**src/rtl/dmem_lsu_if.sv**
```systemverilog
// dmem_lsu_if: bundle of the request/response handshake and the word-wide
// memory port that surround the load/store unit.
//   req_*   : MEM-stage request (valid/ready handshake, op, byte address, data)
//   resp_*  : one-cycle completion pulse with load data and misalign flag
//   mem_*   : word-only data memory port (read/write enables, word address,
//             write data, combinational read data)
// Modports:
//   slave  : the load/store unit itself
//   master : the surrounding environment (requester plus memory)
interface dmem_lsu_if #(
  parameter int ADDR_W = 32
);
  logic              req_valid;
  logic              req_ready;
  logic [2:0]        req_op;
  logic [ADDR_W-1:0] req_addr;
  logic [31:0]       req_wdata;

  logic              resp_valid;
  logic [31:0]       resp_rdata;
  logic              resp_err;

  logic              mem_re;
  logic              mem_we;
  logic [ADDR_W-1:0] mem_addr;
  logic [31:0]       mem_wdata;
  logic [31:0]       mem_rdata;

  modport slave (
    input  req_valid, req_op, req_addr, req_wdata, mem_rdata,
    output req_ready, resp_valid, resp_rdata, resp_err,
           mem_re, mem_we, mem_addr, mem_wdata
  );

  modport master (
    output req_valid, req_op, req_addr, req_wdata, mem_rdata,
    input  req_ready, resp_valid, resp_rdata, resp_err,
           mem_re, mem_we, mem_addr, mem_wdata
  );
endinterface

```
**src/rtl/dmem_lsu.sv**
```systemverilog
// dmem_lsu: load/store unit in front of a word-only data memory.
// Accepts LB/LBU/LH/LHU/LW/SB/SH/SW, extracts and extends load lanes, merges
// sub-word stores via read-modify-write and rejects misaligned accesses.
// Ports:
//   CLK, RST_N       : clock (rising edge), asynchronous active-low reset
//   bus (slave)      : request handshake, response pulse, memory port
//   stat_loads/stat_stores/stat_errs : completion counters
// Optional build macro LSU_STATS_EN: when defined the three counters are
// built; otherwise they are tied to 0.
//
// state  | meaning
// IDLE   | ready for a request
// RD     | memory read for a load, lane captured into resp_rdata
// RMW_RD | memory read for SB/SH, lane merged into the merge register
// WR     | memory write of the merge register
// RESP   | one-cycle response pulse
module dmem_lsu #(
  parameter int ADDR_W = 32,
  parameter int STAT_W = 32
) (
  input  logic              CLK,
  input  logic              RST_N,
  dmem_lsu_if.slave         bus,
  output logic [STAT_W-1:0] stat_loads,
  output logic [STAT_W-1:0] stat_stores,
  output logic [STAT_W-1:0] stat_errs
);

  localparam logic [2:0] OP_LB  = 3'd0;
  localparam logic [2:0] OP_LBU = 3'd1;
  localparam logic [2:0] OP_LH  = 3'd2;
  localparam logic [2:0] OP_LHU = 3'd3;
  localparam logic [2:0] OP_LW  = 3'd4;
  localparam logic [2:0] OP_SB  = 3'd5;
  localparam logic [2:0] OP_SH  = 3'd6;
  localparam logic [2:0] OP_SW  = 3'd7;

  typedef enum logic [2:0] {
    S_IDLE,
    S_RD,
    S_RMW_RD,
    S_WR,
    S_RESP
  } state_t;

  state_t            state_q, state_d;
  logic [2:0]        op_q, op_d;
  // Only the lane offset of the address is needed after accept; the word
  // address lives in mem_addr_q.
  logic [1:0]        addr_lo_q, addr_lo_d;
  logic [31:0]       wdata_q, wdata_d;
  logic [31:0]       merge_q, merge_d;
  logic [ADDR_W-1:0] mem_addr_q, mem_addr_d;
  logic [31:0]       resp_rdata_q, resp_rdata_d;
  logic              resp_err_q, resp_err_d;

  logic              misaligned;
  logic [4:0]        shamt;
  logic [15:0]       rd_lane;
  logic [31:0]       ld_data;
  logic [31:0]       ins_mask;
  logic [31:0]       merged;

  always_comb begin
    unique case (bus.req_op)
      OP_LH, OP_LHU, OP_SH: misaligned = bus.req_addr[0];
      OP_LW, OP_SW:         misaligned = (bus.req_addr[1:0] != 2'b00);
      default:              misaligned = 1'b0;
    endcase
  end

  // Low 16 bits of the read word after shifting the addressed lane to bit 0.
  assign shamt   = {addr_lo_q, 3'b000};
  assign rd_lane = 16'(bus.mem_rdata >> shamt);

  always_comb begin
    unique case (op_q)
      OP_LB:   ld_data = {{24{rd_lane[7]}}, rd_lane[7:0]};
      OP_LBU:  ld_data = {24'h0, rd_lane[7:0]};
      OP_LH:   ld_data = {{16{rd_lane[15]}}, rd_lane};
      OP_LHU:  ld_data = {16'h0, rd_lane};
      default: ld_data = bus.mem_rdata;
    endcase
  end

  // Store data is right-aligned; shift it into the addressed lane and keep
  // the untouched lanes from the memory read.
  always_comb begin
    ins_mask = (op_q == OP_SH) ? (32'h0000_FFFF << shamt) : (32'h0000_00FF << shamt);
    merged   = (bus.mem_rdata & ~ins_mask) | ((wdata_q << shamt) & ins_mask);
  end

  always_comb begin
    state_d      = state_q;
    op_d         = op_q;
    addr_lo_d    = addr_lo_q;
    wdata_d      = wdata_q;
    merge_d      = merge_q;
    mem_addr_d   = mem_addr_q;
    resp_rdata_d = resp_rdata_q;
    resp_err_d   = resp_err_q;
    unique case (state_q)
      S_IDLE: begin
        if (bus.req_valid) begin
          op_d         = bus.req_op;
          addr_lo_d    = bus.req_addr[1:0];
          wdata_d      = bus.req_wdata;
          resp_rdata_d = 32'h0;
          resp_err_d   = 1'b0;
          if (misaligned) begin
            resp_err_d = 1'b1;
            state_d    = S_RESP;
          end else begin
            mem_addr_d = {bus.req_addr[ADDR_W-1:2], 2'b00};
            if (bus.req_op <= OP_LW) begin
              state_d = S_RD;
            end else if (bus.req_op == OP_SW) begin
              merge_d = bus.req_wdata;
              state_d = S_WR;
            end else begin
              state_d = S_RMW_RD;
            end
          end
        end
      end
      S_RD: begin
        resp_rdata_d = ld_data;
        state_d      = S_RESP;
      end
      S_RMW_RD: begin
        merge_d = merged;
        state_d = S_WR;
      end
      S_WR:    state_d = S_RESP;
      S_RESP:  state_d = S_IDLE;
      default: state_d = S_IDLE;
    endcase
  end

  always_ff @(posedge CLK or negedge RST_N) begin
    if (!RST_N) begin
      state_q      <= S_IDLE;
      op_q         <= 3'd0;
      addr_lo_q    <= 2'd0;
      wdata_q      <= 32'h0;
      merge_q      <= 32'h0;
      mem_addr_q   <= '0;
      resp_rdata_q <= 32'h0;
      resp_err_q   <= 1'b0;
    end else begin
      state_q      <= state_d;
      op_q         <= op_d;
      addr_lo_q    <= addr_lo_d;
      wdata_q      <= wdata_d;
      merge_q      <= merge_d;
      mem_addr_q   <= mem_addr_d;
      resp_rdata_q <= resp_rdata_d;
      resp_err_q   <= resp_err_d;
    end
  end

  // All memory-side outputs come from registered state, so reset drops
  // mem_we without waiting for a clock edge.
  assign bus.req_ready  = (state_q == S_IDLE);
  assign bus.resp_valid = (state_q == S_RESP);
  assign bus.resp_rdata = resp_rdata_q;
  assign bus.resp_err   = resp_err_q;
  assign bus.mem_re     = (state_q == S_RD) || (state_q == S_RMW_RD);
  assign bus.mem_we     = (state_q == S_WR);
  assign bus.mem_addr   = mem_addr_q;
  assign bus.mem_wdata  = merge_q;

`ifdef LSU_STATS_EN
  logic [STAT_W-1:0] stat_loads_q, stat_loads_d;
  logic [STAT_W-1:0] stat_stores_q, stat_stores_d;
  logic [STAT_W-1:0] stat_errs_q, stat_errs_d;

  always_comb begin
    stat_loads_d  = stat_loads_q;
    stat_stores_d = stat_stores_q;
    stat_errs_d   = stat_errs_q;
    if (state_q == S_RESP) begin
      if (resp_err_q)        stat_errs_d   = stat_errs_q + 1'b1;
      else if (op_q >= OP_SB) stat_stores_d = stat_stores_q + 1'b1;
      else                   stat_loads_d  = stat_loads_q + 1'b1;
    end
  end

  always_ff @(posedge CLK or negedge RST_N) begin
    if (!RST_N) begin
      stat_loads_q  <= '0;
      stat_stores_q <= '0;
      stat_errs_q   <= '0;
    end else begin
      stat_loads_q  <= stat_loads_d;
      stat_stores_q <= stat_stores_d;
      stat_errs_q   <= stat_errs_d;
    end
  end

  assign stat_loads  = stat_loads_q;
  assign stat_stores = stat_stores_q;
  assign stat_errs   = stat_errs_q;
`else
  assign stat_loads  = '0;
  assign stat_stores = '0;
  assign stat_errs   = '0;
`endif

endmodule
```
**src/flat_wrapper.sv**
```systemverilog
// flat-port wrapper written by rule: the top's interface ports become plain ports
module dmem_lsu_flat 
#(
  parameter int ADDR_W = 32,
  parameter int STAT_W = 32
)
  (CLK, RST_N, stat_loads, stat_stores, stat_errs, bus_req_valid, bus_req_op, bus_req_addr, bus_req_wdata, bus_mem_rdata, bus_req_ready, bus_resp_valid, bus_resp_rdata, bus_resp_err, bus_mem_re, bus_mem_we, bus_mem_addr, bus_mem_wdata);
  dmem_lsu_if #(.ADDR_W(ADDR_W)) bus_i ();
  input  logic CLK;
  input  logic RST_N;
  output logic [STAT_W-1:0] stat_loads;
  output logic [STAT_W-1:0] stat_stores;
  output logic [STAT_W-1:0] stat_errs;
  input wire logic [$bits(bus_i.req_valid)-1:0] bus_req_valid;
  input wire logic [$bits(bus_i.req_op)-1:0] bus_req_op;
  input wire logic [$bits(bus_i.req_addr)-1:0] bus_req_addr;
  input wire logic [$bits(bus_i.req_wdata)-1:0] bus_req_wdata;
  input wire logic [$bits(bus_i.mem_rdata)-1:0] bus_mem_rdata;
  output wire logic [$bits(bus_i.req_ready)-1:0] bus_req_ready;
  output wire logic [$bits(bus_i.resp_valid)-1:0] bus_resp_valid;
  output wire logic [$bits(bus_i.resp_rdata)-1:0] bus_resp_rdata;
  output wire logic [$bits(bus_i.resp_err)-1:0] bus_resp_err;
  output wire logic [$bits(bus_i.mem_re)-1:0] bus_mem_re;
  output wire logic [$bits(bus_i.mem_we)-1:0] bus_mem_we;
  output wire logic [$bits(bus_i.mem_addr)-1:0] bus_mem_addr;
  output wire logic [$bits(bus_i.mem_wdata)-1:0] bus_mem_wdata;
  assign bus_i.req_valid = bus_req_valid;
  assign bus_i.req_op = bus_req_op;
  assign bus_i.req_addr = bus_req_addr;
  assign bus_i.req_wdata = bus_req_wdata;
  assign bus_i.mem_rdata = bus_mem_rdata;
  assign bus_req_ready = bus_i.req_ready;
  assign bus_resp_valid = bus_i.resp_valid;
  assign bus_resp_rdata = bus_i.resp_rdata;
  assign bus_resp_err = bus_i.resp_err;
  assign bus_mem_re = bus_i.mem_re;
  assign bus_mem_we = bus_i.mem_we;
  assign bus_mem_addr = bus_i.mem_addr;
  assign bus_mem_wdata = bus_i.mem_wdata;
  dmem_lsu #(.ADDR_W(ADDR_W), .STAT_W(STAT_W)) u_core (.CLK(CLK), .RST_N(RST_N), .bus(bus_i), .stat_loads(stat_loads), .stat_stores(stat_stores), .stat_errs(stat_errs));
endmodule
```
**config.mk**
```make
export PLATFORM = sky130hd
export DESIGN_NAME = dmem_lsu_flat
export DESIGN_NICKNAME = d
export VERILOG_FILES = /design/src/rtl/dmem_lsu_if.sv /design/src/rtl/dmem_lsu.sv /design/src/flat_wrapper.sv
export SDC_FILE = /design/constraint.sdc
export NUM_CORES = 1
export LEC_CHECK = 0
export ABC_AREA = 1
export BUFFER_PORTS_ARGS = -buffer_cell sky130_fd_sc_hd__buf_2
export CAP_MARGIN = 20
export CORE_MARGIN = 5
export CORE_UTILIZATION = 53
export DETAILED_ROUTE_END_ITERATION = 10
export PLACE_DENSITY = 0.88
export SLEW_MARGIN = 15
export SYNTH_ARGS = -nofsm -noshare
export SYNTH_HDL_FRONTEND = slang
export SYNTH_SLANG_ARGS = --single-unit
export TNS_END_PERCENT = 10
```
**constraint.sdc**
```tcl
create_clock -name CLK -period 2.5 [get_ports CLK]
set_input_delay 0.5 -clock CLK [delete_from_list [all_inputs] [get_ports CLK]]
set_output_delay 0.5 -clock CLK [all_outputs]
set_load 0.01 [all_outputs]
```
==> key figures, run 1 <==
Critical path
  – Crit path DAT: 1890 ps
  – Critical Path RT: 2000 ps
  – Worst flop-to-flop path startpoint: u_core.addr_lo_q[0]
  – Reg2Reg Depth: 8
  – Critical Path End: bus_mem_re
  – CP peak stage delay: 490 ps
  – Maximum fanout along the worst path: 36
  – Worst reg2reg path endpoint: u_core.bus.mem_wdata[20]
  – R2r setup slk: 380 ps
  – Slowest cell on the critical path: inv_2
  – Worst Setup End Kind: output pin
  – Crit. Startpoint: u_core.state_q[1]
  – CP Class: register to output pin
  – CP cell instances: inv_2 -> nor3_4 -> inv_2 -> nand2_1 -> buf_2
  – CP most frequent cell: inv_2
  – Startpoint types: register

STA
  – Slew HR: 49.2%
  – Final WS setup: 112 ps
  – Fmax: 0.419 GHz
  – Worst clock skew: 9.03 ps
  – Period utilization: 95.5%
  – Worst-Margin Slew: 760 ps
  – RSZ-0062 raised after global routing: false
  – Final hold violation count: 0
  – Setup TNS: 0 ps
  – Final setup vio count: 0
  – Hold slack final: 36.7 ps
  – Final min period: 2390 ps
  – Max Slew Vio Count: 0

Routing
  – Starting DRT DRC Count: 724
  – Final wirelength: 22,300 microns
  – Vias: 7,143
  – 1st-pass router iterations: 5
  – Post-route ant nets: 0
  – # DRC: 0
  – DR vias/cell: 5.04
  – Wire per inst: 15.7 microns

Synth
  – Post-synth top area share: 43.2%
  – Synth Area in Simple Gates: 32.5%
  – Post-synth EDFFs: 0
  – Top post-synthesis cells by area: dfrtp_1 43%, nand2_1 23%, buf_4 10%, nand3_1 5.4%, o21ai_0 4.1%
  – Largest family of logic cells by synthesized area: simple AND/OR/NAND/NOR gates
  – Post-synthesis xor/xnor area fraction: 0%
  – Cell variety after synth: 28
  – Post-synthesis adder-cell area fraction: 0%
  – Synthesized area: 7360 sq um
  – Yosys warns: 0
  – Largest area contributor in the netlist: dfrtp_1
  – Most used DFF post-synth: dfrtp_1
  – Mux share of post-synthesis cell area: 0%
  – Mapped Avg Cell Area: 7.06 sq um
  – Post-synthesis sequential area ratio: 43.2%
  – Post-synthesis instance total: 1,042
  – Async set-reset flop share out of synthesis: 100%
  – Compound-Gate Fraction of Synth Area: 8.30%
  – Synthesized flop and latch total: 127

Clock network
  – CTS Buf Count: 17
  – Clk buf depth: 2
  – Worst-path clk slew: 50 ps
  – Root Driver: clkbuf_16
  – CTS H-tree depth: 4
  – Clock latency on the worst-skew pair: 420 ps
  – # hold bufs at CTS: 0
  – CTS sink cnt: 127
  – CTS tree: done
  – Setup bufs post-CTS: 0
  – Post-CTS sizing: 0

Global routing
  – Initial antenna violation count: 3
  – GR peak layer: met2
  – Met3 GRT Util: 8.54%
  – Largest net degree at the start of global routing: 60
  – Vias in the first global route: 6,779
  – Total grt overflow: 0
  – Global Route met2 Usage: 43.2%
  – GRT Total Usage: 26.9%
  – Met1 Use GR: 34.1%
  – First-pass GRT wire length: 34,400 microns

Floorplan
  – Die Y: 128 microns
  – Die ar.: 16,300 sq um
  – IO Count: 299
  – Initial Util: 53.4%
  – Die Width: 128 microns
  – Row Count: 43
  – Area of the core: 13,800 sq um

Finish
  – Fin nets: 1,329
  – Area Growth Syn to Fin: 18.0%
  – Fill cell count: 1,254
  – Fraction of layout cells with a size suffix above 1: 21.4%

Outcome
  – Status: complete, no violations

Flow run
  – Max-cap violations: 0

Placement
  – I/O Buffers: 200
  – Dpl ws: 395 ps
  – DP HPWL: 17,000 microns
  – Final GP Congestion: 1.03

Power and ir drop
  – Pwr Total: 11,000 uW
  – VDD IR-drop max: 0.000656 V
  – Lkg Pwr: 0.00510 uW
  – PD cells: 1270 nW/um^2

Min path
  – Min-delay worst type: input port to asynchronous set/reset pin
worst min path at each step:
stage,start,end,slack (ps),cells after the start
floorplan,RST_N,u_core.addr_lo_q[0],200,0
global placement,u_core.bus.mem_addr[25],u_core.bus.mem_addr[25],450,2
detailed placement,u_core.bus.mem_addr[15],u_core.bus.mem_addr[15],460,2
CTS,RST_N,u_core.bus.mem_addr[18],50,1
global route,RST_N,u_core.bus.mem_addr[11],80,1
finish,RST_N,u_core.bus.mem_addr[11],40,1
flip-flops by register name, summed over array words and instances, names as in the netlist:
| register | count |
|---|---|
| u_core.bus.resp_rdata | 32 |
| u_core.bus.mem_addr | 30 |
| u_core.op_q | 3 |
| u_core.wdata_q | 24 |
| u_core.bus.resp_err | 1 |
| u_core.state_q | 3 |
| u_core.addr_lo_q | 2 |
| u_core.bus.mem_wdata | 32 |
metal layers:
metal	up-vias	share of wire, %
met5	-	0
met2	412	48
met3	50	11
met4	0	2.6
met1	3255	39
li1	3426	-
cells in the mapped netlist (4+ instances only):
library cell and instances:
o21ai_0 61, inv_1 48, nor2_2 4, nor3_1 4
a21oi_1 25, inv_2 10, dfrtp_1 127, o211ai_1 7
o21ai_1 16, nand2_2 5, clkbuf_1 23, buf_2 20
buf_4 100, nor2_1 44, nand2_1 456, nand3_1 80
power by group:
group | internal, uW | switching, uW
sequential | 2950 | 583
combinational | 1660 | 3460
clock | 1530 | 852
logic make-up (layout without fill, tap and decap cells):
logic type | after synthesis | in the layout
AOI/OAI and AO/OA | 114 | 114
buffers and inverters | 204 | 300
DFF | 127 | 127
other | 1 | 101
and+or+nand+nor | 596 | 596
worst max-delay path: cells and delay by family (launching register included):
family | cells | cell delay, ps
buffers and inverters | 3 | 790
flip-flops | 1 | 420
AND/OR/NAND/NOR | 2 | 250
placed cells by master (no fill, tap or decap), drive strengths merged:
cell type	synthesis	layout
nor2	49	49
clkinvlp	0	2
nor3	5	5
nand2	461	461
diode	0	3
clkbuf	23	19
dfrtp	127	127
conb	1	98
o21bai	1	1
bufinv	0	3
o21ai	78	78
a21boi	1	1
a21oi	26	26
o21a	1	1
nand3	81	81
o211ai	7	7
buf	122	214
clkinv	1	4
inv	58	58
layout make-up:
type	count	area [sq um]	area share, %
multi-input cells	808	3370	38.8
flip-flops and latches	127	3180	36.6
repair buffers	214	1120	13.0
clock buffers	19	433	4.99
well taps	180	225	2.59
inverters	59	221	2.55
clock inverters	8	120	1.38
diodes	3	7.51	0.0865
per-stage QoR:
stage / instances / cell area [sq um] / utilization, %
3_5_place_dp: 1388 / 8120 / 59.0
3_3_place_gp: 1387 / 8110 / 58.9
2_1_floorplan: 1139 / 7720 / -
4_1_cts: 1415 / 8670 / 63.0
6_report: 1418 / 8680 / 63.0
5_1_grt: 1418 / 8680 / 63.0
Power figures use the tool's default switching activity.
==> inputs of run 2 (changes only) <==
==> constraint.sdc (replaced) <==
create_clock -name CLK -period 2.5 [get_ports CLK]
set_input_delay 0.125 -clock CLK [delete_from_list [all_inputs] [get_ports CLK]]
set_output_delay 0.125 -clock CLK [all_outputs]
set_load 0.01 [all_outputs]
==> key figures, run 2 (synthesis gave the netlist of run 1 again) <==
STA
  – Hold slack final: 7.12 ps (was 36.7 ps)
  – Worst-Margin Slew: 751 ps (was 760 ps)
  – Setup TNS: 0 ps (unchanged)
  – Slew HR: 49.8% (was 49.2%)
  – Max Slew Vio Count: 0 (unchanged)
  – Final hold violation count: 0 (unchanged)
  – Final min period: 2050 ps (was 2390 ps)
  – Period utilization: 82.1% (was 95.5%)
  – Final setup vio count: 0 (unchanged)
  – Worst clock skew: 6.27 ps (was 9.03 ps)
  – Fmax: 0.487 GHz (was 0.419 GHz)
  – RSZ-0062 raised after global routing: false (unchanged)

Clock network
  – CTS sink cnt: 127 (unchanged)
  – CTS Buf Count: 17 (unchanged)
  – Post-CTS sizing: 0 (unchanged)
  – # hold bufs at CTS: 61 (was 0)
  – Worst-path clk slew: 60 ps (was 50 ps)
  – CTS H-tree depth: 4 (unchanged)
  – Clock latency on the worst-skew pair: 430 ps (was 420 ps)
  – Root Driver: clkbuf_16 (unchanged)
  – Setup bufs post-CTS: 0 (unchanged)
  – Clk buf depth: 2 (unchanged)
  – CTS tree: done (unchanged)

Finish
  – Fin cells: 1,482 (was 1,418)
  – Post-Route Utilization: 67.5% (was 63.0%)
  – Fill cell count: 1,104 (was 1,254)
  – Fraction of layout cells with a size suffix above 1: 20.6% (was 21.4%)
  – Area Growth Syn to Fin: 26.3% (was 18.0%)
  – Most frequent cells in the layout: 456 x nand2_1, 199 x buf_2, 127 x dfrtp_1 (unchanged)
  – Fin nets: 1,390 (was 1,329)
  – Commonest non-fill, non-tap cell in the layout: nand2_1 (unchanged)

Global routing
  – First-pass GRT wire length: 38,800 microns (was 34,400 microns)
  – GRT Total Usage: 30.5% (was 26.9%)
  – Largest net degree at the start of global routing: 52 (was 60)
  – Initial antenna violation count: 1 (was 3)
  – Total grt overflow: 0 (unchanged)
  – Vias in the first global route: 7,613 (was 6,779)

Routing
  – Post-route ant nets: 0 (unchanged)
  – Final wirelength: 25,100 microns (was 22,300 microns)
  – Vias: 7,826 (was 7,143)
  – Starting DRT DRC Count: 938 (was 724)
  – DR vias/cell: 5.28 (was 5.04)
  – Wire per inst: 16.9 microns (was 15.7 microns)
  – # DRC: 0 (unchanged)
  – 1st-pass router iterations: 6 (was 5)

Critical path
  – CP Class: register to register (was register to output pin)
  – Startpoint types: register (unchanged)
  – Worst Setup End Kind: register (was output pin)
  – CP cell instances: nand3_1 -> o21bai_1 -> nand2_1 -> nand3_1 -> nand2_1 -> nand2_1 -> nand2_1 (was inv_2 -> nor3_4 -> inv_2 -> nand2_1 -> buf_2)
  – Reg2Reg Depth: 7 (was 8)
  – Maximum fanout along the worst path: 15 (was 36)
  – CP most frequent cell: nand2_1 (was inv_2)
  – Worst flop-to-flop path startpoint: u_core.op_q[2] (was u_core.addr_lo_q[0])
  – Crit path DAT: 2360 ps (was 1890 ps)
  – CP peak stage delay: 640 ps (was 490 ps)
  – R2r setup slk: 450 ps (was 380 ps)
  – Slowest cell on the critical path: dfrtp_1 (was inv_2)
  – Worst reg2reg path endpoint: u_core.bus.mem_wdata[19] (was u_core.bus.mem_wdata[20])
  – Critical Path RT: 2810 ps (was 2000 ps)

Power and ir drop
  – Power share of the clock group: 21.1% (was 21.6%)
  – PD cells: 1210 nW/um^2 (was 1270 nW/um^2)
  – Combinational share of power: 47.2% (was 46.4%)
  – Switching pwr: 5150 uW (was 4890 uW)
  – Lkg Pwr: 0.00536 uW (was 0.00510 uW)
  – Sequential power share: 31.7% (was 32.0%)
  – P_int: 6110 uW (was 6140 uW)
  – VDD IR-drop max: 0.000647 V (was 0.000656 V)
  – Pwr Total: 11,300 uW (was 11,000 uW)
  – Proportion of total power due to net switching: 45.8% (was 44.3%)

Floorplan
  – IO Count: 299 (unchanged)
  – Die ar.: 16,300 sq um (unchanged)
  – Die Y: 128 microns (unchanged)
  – Area of the core: 13,800 sq um (unchanged)
  – Initial Util: 53.4% (unchanged)
  – Die Width: 128 microns (unchanged)
  – Row Count: 43 (unchanged)

Min path
  – WHS Path Cells: 5
  – Min-delay worst type: input port to register (was input port to asynchronous set/reset pin)
  – Critical hold path startpoint: bus_req_wdata[26]
  – WHS Endpoint: u_core.bus.mem_wdata[26]

Placement
  – I/O Buffers: 200 (unchanged)
  – Placed cell count: 1,388 (unchanged)
  – Final GP Congestion: 1.03 (about the same)
  – DP HPWL: 17,200 microns (was 17,000 microns)

Outcome
  – Status: complete, no violations (unchanged)

Flow run
  – Max-cap violations: 0 (unchanged)
## run 2: cell count changes in the layout (fill, tap and decap cells not counted), sizes merged
cell	before	now
dlygate4sd3	0	61
inv	58	59
bufinv	3	1
diode	3	1
clkinvlp	2	4
clkbuf	19	23
## run 2: layout make-up
| type | instances | area, sq um | share of cell area, % |
|---|---|---|---|
| Multi-Input combinational cell | 808 | 3370 | 36.3 |
| Sequential cell | 127 | 3180 | 34.2 |
| Timing Repair Buffer | 275 | 1730 | 18.6 |
| Clock buffer | 23 | 478 | 5.14 |
| Tap cell | 180 | 225 | 2.42 |
| Inverter | 59 | 221 | 2.38 |
| Clock inverter | 9 | 83.8 | 0.902 |
| Antenna cell | 1 | 2.50 | 0.0269 |
## run 2: layer usage
metal	track usage [%]	routed length, microns	up-vias
met4	16.7	1370	0
met5	0	0	-
met1	37.0	9000	3572
met2	49.4	11900	570
li1	-	-	3559
met3	8.17	2840	125
## run 2: power by group through the flow
stage	clock, uW	combinational, uW	sequential (uW)
floorplan	0	3230	3730
global placement	0	4940	3520
CTS	2380	5160	3520
finish	2370	5320	3570
global route	2470	5890	3660
detailed placement	0	5080	3520
## run 2: how the worst max path moves through the flow
stage,cells past startpoint,start,endpoint,slack (ps)
2_1_floorplan,9,u_core.state_q[1],u_core.bus.mem_addr[10],1040
3_3_place_gp,8,u_core.state_q[1],u_core.bus.mem_wdata[23],630
3_5_place_dp,7,u_core.op_q[2],u_core.bus.mem_wdata[17],560
4_1_cts,7,u_core.op_q[2],u_core.bus.mem_wdata[16],510
5_1_grt,8,u_core.addr_lo_q[0],u_core.bus.mem_wdata[19],310
6_report,7,u_core.op_q[2],u_core.bus.mem_wdata[19],450
## run 2: through the flow
| step | instance area [sq um] | setup WS (ps) |
|---|---|---|
| floorplan | 7720 | 1040 |
| global placement | 8120 | 631 |
| detailed placement | 8120 | 557 |
| CTS | 9290 | 508 |
| global route | 9290 | 305 |
| finish | 9290 | 447 |
## run 2: worst max-delay path: cells and delay by family, from the launching register on
kind            cells  cell delay, ps
compound gates      1             640
flops               1             640
simple gates        6             660
==> inputs of run 3 (changes only) <==
- CORE_UTILIZATION: 53 -> 44
- PLACE_DENSITY: 0.88 -> 0.78
- clock period: 2.5 -> 1.7 ns (I/O delays scaled with it)
==> key figures, run 3 (synthesis gave the netlist of run 1 again) <==
Critical path
  – Reg2Reg Depth: 8 (was 7)
  – CP Class: register to register (unchanged)
  – Maximum fanout along the worst path: 32 (was 15)
  – R2r setup slk: -2 ps (was 450 ps)
  – Worst flop-to-flop path startpoint: u_core.state_q[0] (was u_core.op_q[2])
  – Critical Path RT: 2060 ps (was 2810 ps)
  – CP cell instances: buf_6 -> nor3_4 -> buf_6 -> buf_12 -> o21ai_1 -> o21ai_1 -> nand3_1 -> nand2_1 (was nand3_1 -> o21bai_1 -> nand2_1 -> nand3_1 -> nand2_1 -> nand2_1 -> nand2_1)
  – Worst Setup End Kind: register (unchanged)
  – Worst reg2reg path endpoint: u_core.bus.mem_wdata[5] (was u_core.bus.mem_wdata[19])
  – Crit path DAT: 2060 ps (was 2360 ps)
  – Startpoint types: register (unchanged)
  – CP peak stage delay: 410 ps (was 640 ps)
  – Slowest cell on the critical path: dfrtp_1 (unchanged)

STA
  – Slew HR: 51.2% (was 49.8%)
  – Hold slack final: 21.0 ps (was 7.12 ps)
  – Fmax: 0.588 GHz (was 0.487 GHz)
  – Final WS setup: -1.50 ps (was 447 ps)
  – Worst clock skew: 9.94 ps (was 6.27 ps)
  – Max Slew Vio Count: 0 (unchanged)
  – RSZ-0062 raised after global routing: true (was false)
  – Worst-Margin Slew: 731 ps (was 751 ps)
  – Final min period: 1700 ps (was 2050 ps)
  – Final hold violation count: 0 (unchanged)
  – Period utilization: 100% (was 82.1%)
  – Final setup vio count: 1 (was 0)

Power and ir drop
  – Lkg Pwr: 0.00570 uW (was 0.00536 uW)
  – PD cells: 1750 nW/um^2 (was 1210 nW/um^2)
  – VDD IR-drop max: 0.00128 V (was 0.000647 V)
  – Proportion of total power due to net switching: 43.4% (was 45.8%)
  – Combinational share of power: 50.3% (was 47.2%)
  – P_int: 9950 uW (was 6110 uW)
  – Switching pwr: 7630 uW (was 5150 uW)
  – Power share of the clock group: 20.4% (was 21.1%)
  – Sequential power share: 29.3% (was 31.7%)

Finish
  – Area Growth Syn to Fin: 36.3% (was 26.3%)
  – Fin area: 10,000 sq um (was 9290 sq um)
  – Area of the multi-input gates: 3430 sq um (was 3370 sq um)
  – Fin cells: 1,576 (was 1,482)
  – Fraction of layout cells with a size suffix above 1: 23.3% (was 20.6%)
  – Post-Route Utilization: 60.9% (was 67.5%)
  – FF+latch area: 3180 sq um (about the same)
  – Fin nets: 1,444 (was 1,390)
  – Fill cell count: 1,449 (was 1,104)
  – Most frequent cells in the layout: 453 x nand2_1, 198 x buf_2, 126 x dfrtp_1 (was 456 x nand2_1, 199 x buf_2, 127 x dfrtp_1)
  – Commonest non-fill, non-tap cell in the layout: nand2_1 (unchanged)

Global routing
  – GRT Total Usage: 24.8% (was 30.5%)
  – Vias in the first global route: 7,269 (was 7,613)
  – Total grt overflow: 0 (unchanged)
  – Initial antenna violation count: 1 (unchanged)
  – First-pass GRT wire length: 38,600 microns (was 38,800 microns)
  – Largest net degree at the start of global routing: 53 (was 52)

Flow run
  – Max-cap violations: 0 (unchanged)

Clock network
  – Clock latency on the worst-skew pair: 420 ps (was 430 ps)
  – CTS tree: done (unchanged)
  – CTS H-tree depth: 4 (unchanged)
  – Worst-path clk slew: 50 ps (was 60 ps)
  – CTS Buf Count: 17 (unchanged)
  – Root Driver: clkbuf_16 (unchanged)
  – CTS sink cnt: 127 (unchanged)
  – Clk buf depth: 2 (unchanged)

Routing
  – Wire per inst: 15.7 microns (was 16.9 microns)
  – 1st-pass router iterations: 5 (was 6)
  – Final wirelength: 24,800 microns (was 25,100 microns)
  – Starting DRT DRC Count: 652 (was 938)
  – Vias: 7,587 (was 7,826)
  – # DRC: 0 (unchanged)
  – DR vias/cell: 4.81 (was 5.28)
  – Post-route ant nets: 0 (unchanged)

Placement
  – Final GP Congestion: 0.971 (was 1.03)
  – Placed cell area: 8480 sq um (was 8120 sq um)
  – DP HPWL: 17,600 microns (was 17,200 microns)
  – Placed cell count: 1,455 (was 1,388)
  – I/O Buffers: 200 (unchanged)

Min path
  – Critical hold path startpoint: bus_mem_rdata[13] (was bus_req_wdata[26])
  – WHS Path Cells: 5 (unchanged)
  – WHS Endpoint: u_core.bus.resp_rdata[13] (was u_core.bus.mem_wdata[26])
  – Min-delay worst type: input port to register (unchanged)

Floorplan
  – Die Width: 139 microns (was 128 microns)
  – Area of the core: 16,500 sq um (was 13,800 sq um)
  – Die Y: 139 microns (was 128 microns)
  – IO Count: 299 (unchanged)
  – Die ar.: 19,400 sq um (was 16,300 sq um)
  – Initial Util: 44.7% (was 53.4%)
  – Row Count: 47 (was 43)

Outcome
  – Failing checks: setup timing
  – Status: complete, but fails checks (was complete, no violations)
-- run 3: power groups by stage --
stage	Clock (uW)	Sequential [uW]	Combinational, uW
after floorplan	0	5480	4740
after global placement	0	5120	7960
after detailed placement	0	5110	8130
after CTS	3640	5110	8460
after global routing	3810	5290	9850
final	3590	5150	8840
-- run 3: critical path: cells and delay by family (launching register included) --
family,cells,cell delay (ps)
AND/OR/NAND/NOR,3,430
AO/OA/AOI/OAI,2,330
buffers and inverters,3,460
flip-flops,1,410
-- run 3: area by class of cell --
cell class	count	share of cell area [%]
clock buffer	22	4.63
sequential	127	31.7
multi-input combinational	808	34.2
tap	220	2.74
timing repair buffer	329	23.3
antenna	1	0.0250
clock inverter	10	1.12
inverter	59	2.31
-- run 3: how the worst max path moves through the flow --
stage | start | endpoint | depth (start not counted)
2_1_floorplan | u_core.state_q[1] | u_core.bus.mem_addr[10] | 9
3_5_place_dp | u_core.state_q[1] | u_core.bus.mem_addr[10] | 9
6_report | u_core.state_q[0] | u_core.bus.mem_wdata[5] | 8
4_1_cts | u_core.state_q[2] | bus_mem_re | 7
3_3_place_gp | u_core.state_q[2] | u_core.bus.resp_rdata[30] | 6
5_1_grt | u_core.state_q[1] | u_core.bus.mem_wdata[29] | 11
-- run 3: per-stage QoR --
| stage | power (uW) | setup WS [ps] | TNS (ps) |
|---|---|---|---|
| 2_1_floorplan | 10200 | 242 | 0 |
| 3_3_place_gp | 13100 | -113 | -3060 |
| 3_5_place_dp | 13200 | -38.0 | -636 |
| 4_1_cts | 17200 | -8.98 | -8.98 |
| 5_1_grt | 19000 | -114 | -4580 |
| 6_report | 17600 | -1.50 | -1.50 |
-- run 3: repair_timing --
item / 4_1_cts / 5_1_grt
endpoints found under the setup margin: 39 / 94
resized for setup: 15 / 9
hold buffers: 74 / 0
setup buffers: 3 / 9
gates cloned: 0 / 2
hold endpoints to repair: 114 / 0
pin swaps: 2 / 3
-- run 3: metal layers --
layer / GRT usage [%] / wire, microns / up-vias
li1: - / - / 3672
met1: 31.1 / 9940 / 3492
met2: 41.3 / 12000 / 392
met3: 8.13 / 2440 / 31
met4: 6.85 / 398 / 0
met5: 0 / 0 / -
